File: src/rtl/pwm_pkg.sv
// Shared types and helpers for the PWM duty sequencer and its period counter.
package pwm_pkg;

  localparam int unsigned PWM_WIDTH = 8;

  typedef enum logic [1:0] {
    StIdle,
    StRamp,
    StStop
  } ramp_state_e;

  // One saturating step from duty toward tgt; never overshoots and never wraps.
  // Computed in 32 bits, which covers the WIDTH+1 headroom for any WIDTH up to 31.
  function automatic int unsigned sat_step(input int unsigned duty,
                                           input int unsigned tgt,
                                           input int unsigned step);
    int unsigned res;
    if (tgt > duty) begin
      res = duty + step;
      if (res > tgt) res = tgt;
    end else if (step > duty - tgt) begin
      res = tgt;
    end else begin
      res = duty - step;
    end
    return res;
  endfunction

endpackage

File: src/rtl/pwm_period_counter.sv
// Free-running PWM period counter; flags the first and last count of each period.
module pwm_period_counter #(
  parameter int unsigned Width = 8
) (
  input  logic clk_i,
  input  logic rst_ni,
  output logic period_start_o,
  output logic boundary_o
);

  logic [Width-1:0] cnt_q;

  always_ff @(posedge clk_i) begin
    if (!rst_ni) begin
      cnt_q <= '0;
    end else begin
      cnt_q <= cnt_q + Width'(1);
    end
  end

  assign period_start_o = (cnt_q == '0);
  assign boundary_o     = &cnt_q;

endmodule

File: src/rtl/pwm_ramp_ctrl.sv
// Duty-cycle sequencer: ramps the PWM duty toward an accepted target, one step per N periods,
// with every change landing on a period boundary. Dropping en ramps the duty down to 0.
module pwm_ramp_ctrl
  import pwm_pkg::*;
#(
  parameter int unsigned WIDTH = PWM_WIDTH
) (
  input  logic             clkin,
  input  logic             reset,
  input  logic             en,
  input  logic [WIDTH-1:0] target,
  input  logic             target_valid,
  output logic             target_ready,
  input  logic [WIDTH-1:0] step,
  input  logic [WIDTH-1:0] periods_per_step,
  output logic [WIDTH-1:0] duty_cycle,
  output logic             period_start,
  output logic             busy,
  output logic             done
);

  ramp_state_e      state_q, state_d;
  logic [WIDTH-1:0] sc_q, sc_d;
  logic [WIDTH-1:0] tgt_q, tgt_d;
  logic [WIDTH-1:0] duty_q, duty_d;
  logic             done_q, done_d;

  logic             boundary;
  logic [WIDTH-1:0] step_eff;
  logic [WIDTH-1:0] pps_eff;
  logic             step_due;
  logic [WIDTH-1:0] stepped;
  logic             accept;

  pwm_period_counter #(
    .Width(WIDTH)
  ) u_period_counter (
    .clk_i         (clkin),
    .rst_ni        (reset),
    .period_start_o(period_start),
    .boundary_o    (boundary)
  );

  assign step_eff = (step == '0) ? WIDTH'(1) : step;
  assign pps_eff  = (periods_per_step == '0) ? WIDTH'(1) : periods_per_step;
  assign step_due = boundary &&
                    (((WIDTH+1)'(sc_q) + (WIDTH+1)'(1)) >= (WIDTH+1)'(pps_eff));
  assign stepped  = WIDTH'(sat_step(32'(duty_q), 32'(tgt_q), 32'(step_eff)));

  // Ready is masked by reset so it reads 0 while reset is held.
  assign target_ready = reset && en && (state_q == StIdle);
  assign accept       = target_valid && target_ready;
  assign busy         = (state_q != StIdle);
  assign duty_cycle   = duty_q;
  assign done         = done_q;

  always_comb begin
    state_d = state_q;
    sc_d    = sc_q;
    tgt_d   = tgt_q;
    duty_d  = duty_q;
    done_d  = 1'b0;

    unique case (state_q)
      StIdle: begin
        if (accept) begin
          tgt_d = target;
          sc_d  = '0;
          if (target == duty_q) begin
            done_d = 1'b1;
          end else begin
            state_d = StRamp;
          end
        end else if (!en && (duty_q != '0)) begin
          state_d = StStop;
          tgt_d   = '0;
          sc_d    = '0;
        end
      end

      StRamp, StStop: begin
        // A soft-stop request takes priority over a step on the same edge.
        if ((state_q == StRamp) && !en) begin
          state_d = StStop;
          tgt_d   = '0;
          sc_d    = '0;
        end else if (step_due) begin
          duty_d = stepped;
          sc_d   = '0;
          if (stepped == tgt_q) begin
            state_d = StIdle;
            done_d  = 1'b1;
          end
        end else if (boundary) begin
          sc_d = sc_q + WIDTH'(1);
        end
      end

      default: begin
        state_d = StIdle;
      end
    endcase
  end

  always_ff @(posedge clkin) begin
    if (!reset) begin
      state_q <= StIdle;
      sc_q    <= '0;
      tgt_q   <= '0;
      duty_q  <= '0;
      done_q  <= 1'b0;
    end else begin
      state_q <= state_d;
      sc_q    <= sc_d;
      tgt_q   <= tgt_d;
      duty_q  <= duty_d;
      done_q  <= done_d;
    end
  end

endmodule

File: config.mk
export PLATFORM = sky130hd
export DESIGN_NAME = pwm_ramp_ctrl
export DESIGN_NICKNAME = d
export VERILOG_FILES = /design/src/rtl/pwm_pkg.sv /design/src/rtl/pwm_period_counter.sv /design/src/rtl/pwm_ramp_ctrl.sv
export SDC_FILE = /design/constraint.sdc
export NUM_CORES = 1
export LEC_CHECK = 0
export ABC_AREA = 1
export CORE_ASPECT_RATIO = 1.2
export CORE_UTILIZATION = 59
export CTS_BUF_LIST = sky130_fd_sc_hd__clkbuf_8 sky130_fd_sc_hd__clkbuf_16
export DETAILED_ROUTE_END_ITERATION = 10
export GPL_TIMING_DRIVEN = 0
export PLACE_DENSITY_LB_ADDON = 0.1
export SYNTH_ARGS = -nofsm -noshare
export SYNTH_HDL_FRONTEND = slang
export SYNTH_HIERARCHICAL = 1
export SYNTH_SLANG_ARGS = --single-unit
File: constraint.sdc
create_clock -name clkin -period 4.7 [get_ports clkin]
set_input_delay 0.94 -clock clkin [delete_from_list [all_inputs] [get_ports clkin]]
set_output_delay 0.94 -clock clkin [all_outputs]
set_load 0.05 [all_outputs]
# Word level (Yosys, flattened, before mapping)
# Index checks and enable logic that the tools add are counted.
dict set report totals {
  out_inout_bits 12
  ff_bits 35
  inputBits 28
  elab_cells 74
}
dict set report classes {
  eq_ne 10
  n_bitwise 1
  order_cmp 4
  addsub 6
  n_reduce_logical 20
  mux 27
}
# operator n
set ops {}
lappend ops {{$mux 8} 12}
lappend ops {{$gt 8x32->1} 1}
lappend ops {{$pmux 8 s2} 2}
lappend ops {{$logic_not 8->1} 3}
lappend ops {{$add 8x1->8 const B} 2}
lappend ops {{$eq 8x8->1} 2}
lappend ops {{$mux 2} 6}
lappend ops {{$add 8x1->9 const B} 1}
lappend ops {{$add 8x8->9} 1}
lappend ops {{$ge 9x8->1} 1}
lappend ops {{$gt 9x8->1} 1}
lappend ops {{$ne 3x3->1 const B} 3}
lappend ops {{$reduce_and 3->1} 3}
lappend ops {{$sub 8x8->9} 1}
lappend ops {{$gt 8x8->1} 1}
lappend ops {{$reduce_and 8->1} 1}
lappend ops {{$reduce_bool 8->1} 1}
lappend ops {{$sub 8x8->8} 1}
lappend ops {{$logic_and 1x1->1} 6}
lappend ops {{$mux 1} 5}
lappend ops {{$ne 4x4->1 const B} 1}
lappend ops {{$pmux 2 s2} 1}
lappend ops {{$reduce_and 4->1} 1}
lappend ops {{$reduce_bool 2->1} 2}
lappend ops {{other kinds (9)} 9}

# Longest topological paths before layout
dict set report depth {
  word_depth 11
  ltp_mapped 32
  ltp_nobuf 32
}

# Cells and area by module
# The synthesis kept the hierarchy.
# mod cells_per_inst instances area_each_um2 seq_area_each_um2
set by_module_without_submodules {}
lappend by_module_without_submodules {pwm_ramp_ctrl 570 1 3668.5 540.5}
lappend by_module_without_submodules {pwm_period_counter 53 1 380.4 160.2}

# Least setup slack after synthesis
# Ideal clock, no wire load.
dict set report synth_path {
  path_kind {in2reg}
  from {input step[1]}
  to {register state_q[1]}
  setup_time_ps 115
  setup_slack_ps 668
  arrival_ps 3917
  t_required_ps 4585
  path_buffers 1
  path_stages 32
  path_cell_list {inv_1 -> nand4_1 -> nor4_1 -> nor2_1 -> inv_1 -> ha_1 -> fa_1 -> nand3_1 -> nand3_2 -> xor2_1 -> inv_1 -> ha_1 -> nand2_1 -> nor2_1 -> nand2_1 -> nand3_1 -> nand2_1 -> nand2_1 -> nand2_1 -> buf_4 -> nand3_2 -> nand3_2 -> nand2_1 -> nand2_1 -> nand2_1 -> nand2_1 -> nor2_2 -> nand2_1 -> nand2_2 -> nand3_1 -> nand2_1 -> nor2_1}
}
dict set report synth_between {
  elab_chain_cells 9
  elab_cells_between_ends 12
  cone_classes {add/sub (2); order compare (2); eq/ne (2); mux (4); reduce/logical (2)}
}
# item line
set synth_rtl {}
lappend synth_rtl {{from (decl)} pwm_ramp_ctrl.sv:14} ;# input logic [WIDTH-1:0] step,
lappend synth_rtl {{$logic_not 8->1} pwm_ramp_ctrl.sv:44} ;# assign step_eff = (step == '0) ? WIDTH'(1) : step;
lappend synth_rtl {{$mux 8 (*)} pwm_ramp_ctrl.sv:44}
lappend synth_rtl {{$add 8x8->9} pwm_pkg.sv:19} ;# res = duty + step;
lappend synth_rtl {{$gt 9x8->1} pwm_pkg.sv:20} ;# if (res > tgt) res = tgt;
lappend synth_rtl {{$mux 8} pwm_pkg.sv:20}
lappend synth_rtl {{$mux 8 (*)} pwm_pkg.sv:18} ;# if (tgt > duty) begin
lappend synth_rtl {{$eq 8x8->1 (*)} pwm_ramp_ctrl.sv:90} ;# if (stepped == tgt_q) begin
lappend synth_rtl {{$ne 3x3->1 (no source line) (*)} --}
lappend synth_rtl {{$reduce_and 4->1 (no source line) (*)} --}
lappend synth_rtl {{to (signal assigned)} pwm_ramp_ctrl.sv:107} ;# state_q <= StIdle;
lappend synth_rtl {{to (signal assigned)} pwm_ramp_ctrl.sv:113} ;# state_q <= state_d;
lappend synth_rtl {{to (decl)} pwm_ramp_ctrl.sv:22} ;# ramp_state_e state_q, state_d;
# Mark *: on every way between the ends. The rest lies on a longest branch, timed or not.
# A chain may end at the register's enable or synchronous reset.

# Worst setup path after layout
dict set report layout_path {
  from {input step[4]}
  to {register state_q[1]}
}
# The elaborated chain is that of the path after synthesis.

==> metrics <==
Lkg Pwr=2.478 nW; Die W=77.62 um; post-synthesis average cell area=6.499 um2; final WL=11,190 um; Clock Latency Late Sink=0.29 ns; DP Wirelength=8851 um; Core Area=6526 um2; CTS Buf Count=5; Ys Warns=6; Initial Util=62.04%; slowest stage delay, CP=0.51 ns; status=finished clean; worst-path fanout max=5; async set-reset flop share out of synthesis=0%; pwr/cell area=266.5 nW/um2; global route overflow=0; CTS tree=yes; share of layout cells above drive strength 1=11.52%; Syn Nets=707; vias in the first global route=4,096; combinational share of power=53.6%; Clock Tree Root=clkbuf_8; cell taking the most area after synthesis=dfxtp_1; most frequent cell after synthesis=nand2_1; worst vdd ir=0.0003793 V; endpoints failing setup=0; Gate Count Post-Synth=623; Residual DRC=0; Hold Violations, Final=0; Hold Buf Count CTS=0; Crit-path slowest cell=clkdlybuf4s50_1; post-layout minimum cycle time=4.591 ns; nets=760; RD Place Congestion=0.9247; Worst path most repeated cell=nand2_1; pin count of the biggest net entering global routing=13; GRT Util Overall=32.08%; Post-synth top cells=nand2_1 (167), inv_1 (88), nand3_1 (60); clock power share=21.2%; CP startpoint kind=input pin; Detailed Routing Iterations Pass 1=6; Diodes inserted=0; global-route wire length before repair=18,150 um; Vias per Instance=5.608; remaining antenna violation count after routing=0; CTS H-tree lvls=2; clock transition at the registers of the reported paths=0.07 ns; Max Cap Viol=0; worst-case clock buffer depth=2; number of port buffers=39; # IOs=40; largest cells by area after synthesis=dfxtp_1 (17%), ha_1 (16%), nand2_1 (15%), inv_1 (8.2%), nand3_1 (7.4%); Setup Skew=0.007917 ns; # clock sinks=35; Post-Layout Inst Area=4842 um2; setup tns final=0 ns; final std cells w/o fill=762; number of synthesized flops with an enable pin=0; HP Class=reg -> reg; WP data required=4.88 ns; post-synth cell types=39; critical path class=in -> reg; internal power=0.7191 mW; hold slack=0.4775 ns; ys flop type=dfxtp_1; sw power=0.5711 mW; Post-Syn Area=4049 um2; sequential power share=25.2%; Max Slew Vio Count=0; die area=7199 um2; DR WL/cell=14.69 um; Synth Register Bits=35; crit path DAT=4.78 ns; Die Y=92.75 um; max_slew headroom=60.12%; DP Area=4546 um2; placed cell count=747; Iter 0 DRT Violations=239; critical path capture point type=register; area grow syn2layout=19.59%; Net Sw Frac=44.26%; Fmax=217.8 MHz; Core Rows=32; final worst path period share=97.68%; via count=4,273; initial antenna violation count=0; post-synthesis sequential area ratio=17.31%; slew of the pin with the lowest slew margin=0.5973 ns; top cell type's share of synthesized area=17.31%
[worst max-delay path: cells and delay by family]
family | cells | cell delay (ns)
xor+xnor | 1 | 0.18
fa+ha+maj | 3 | 0.88
buf+inv | 4 | 0.84
simple gates | 23 | 1.92
[cell usage in the layout, fill, tap and decap left out, drive strengths merged, types with 3 or more instances in the layout]
master / n
nand4: 16
xnor2: 6
xor2: 19
nor2: 34
nor3: 11
dfxtp: 35
nand2: 171
a21o: 3
ha: 53
buf: 14
o21bai: 3
nand3: 77
a21oi: 47
inv: 94
clkbuf: 16
nor4: 5
fa: 3
clkdlybuf4s50: 34
o211ai: 8
o21ai: 9
[worst paths after layout]
check / depth (start not counted) / startpoint / end / slack, ns
worst max-delay path: 31 / step[4] / state_q[1] / 0.11
worst min-delay path: 1 / u_period_counter/cnt_q[0] / u_period_counter/cnt_q[0] / 0.48
worst max register to register: 25 / tgt_q[4] / state_q[1] / 0.56
worst min register to register: 1 / u_period_counter/cnt_q[0] / u_period_counter/cnt_q[0] / 0.48
[stage by stage]
step | total power [mW] | setup WS [ns] | utilization (%)
after floorplan | 0.8246 | 0.6676 | -
after global placement | 0.9645 | -0.4887 | 69.65
after detailed placement | 0.9826 | -0.5413 | 69.65
after CTS | 1.255 | 0.04334 | 71.59
after global routing | 1.391 | -0.1381 | 74.19
final | 1.290 | 0.1092 | 74.19
[cell families (layout without fill, tap and decap cells)]
logic type               after synthesis  count (layout)  synth area share [%]
AND/OR/NAND/NOR                      320             320                 37.45
buffers and inverters                111             165                 11.03
AO/OA/AOI/OAI                         76              76                 10.94
adder cells (fa/ha/maj)               56              56                 17.86
flip-flops                            35              35                 17.31
XOR/XNOR                              25              25                 5.408
[state kept, by name, indices dropped and copies added, names as in the netlist]
signal	count
duty_cycle	8
done	1
sc_q	8
u_period_counter/cnt_q	8
tgt_q	8
state_q	2
[area by class of cell]
cell class | count | area (um2)
timing repair buffer | 46 | 457.9
multi-input combinational | 477 | 3010
clock inverter | 3 | 43.79
tap | 85 | 106.4
clock buffer | 5 | 68.82
buffer | 17 | 101.3
inverter | 94 | 352.8
fill | 545 | 1684
sequential | 35 | 700.7
[metal layers]
layer,global-route usage [%],vias to the layer above,routed length [um]
met1,32.39,1951,4362
li1,-,2141,-
met2,63.05,143,5792
met3,2.562,38,428
met4,18.87,0,606
met5,0,-,0
[power by group through the flow]
stage,logic (mW),clock network [mW],registers (mW)
floorplan,0.496,0,0.328
global placement,0.633,0,0.331
detailed placement,0.651,0,0.332
CTS,0.656,0.274,0.325
global route,0.777,0.287,0.327
finish,0.692,0.273,0.325
[repair_timing]
item                                    CTS  global route
gates cloned                              0             1
endpoints found under the setup margin    3             3
resized for setup                         5            27
pin swaps                                 1             8
buffers inserted                          1             5
Power figures use the tool's default switching activity.
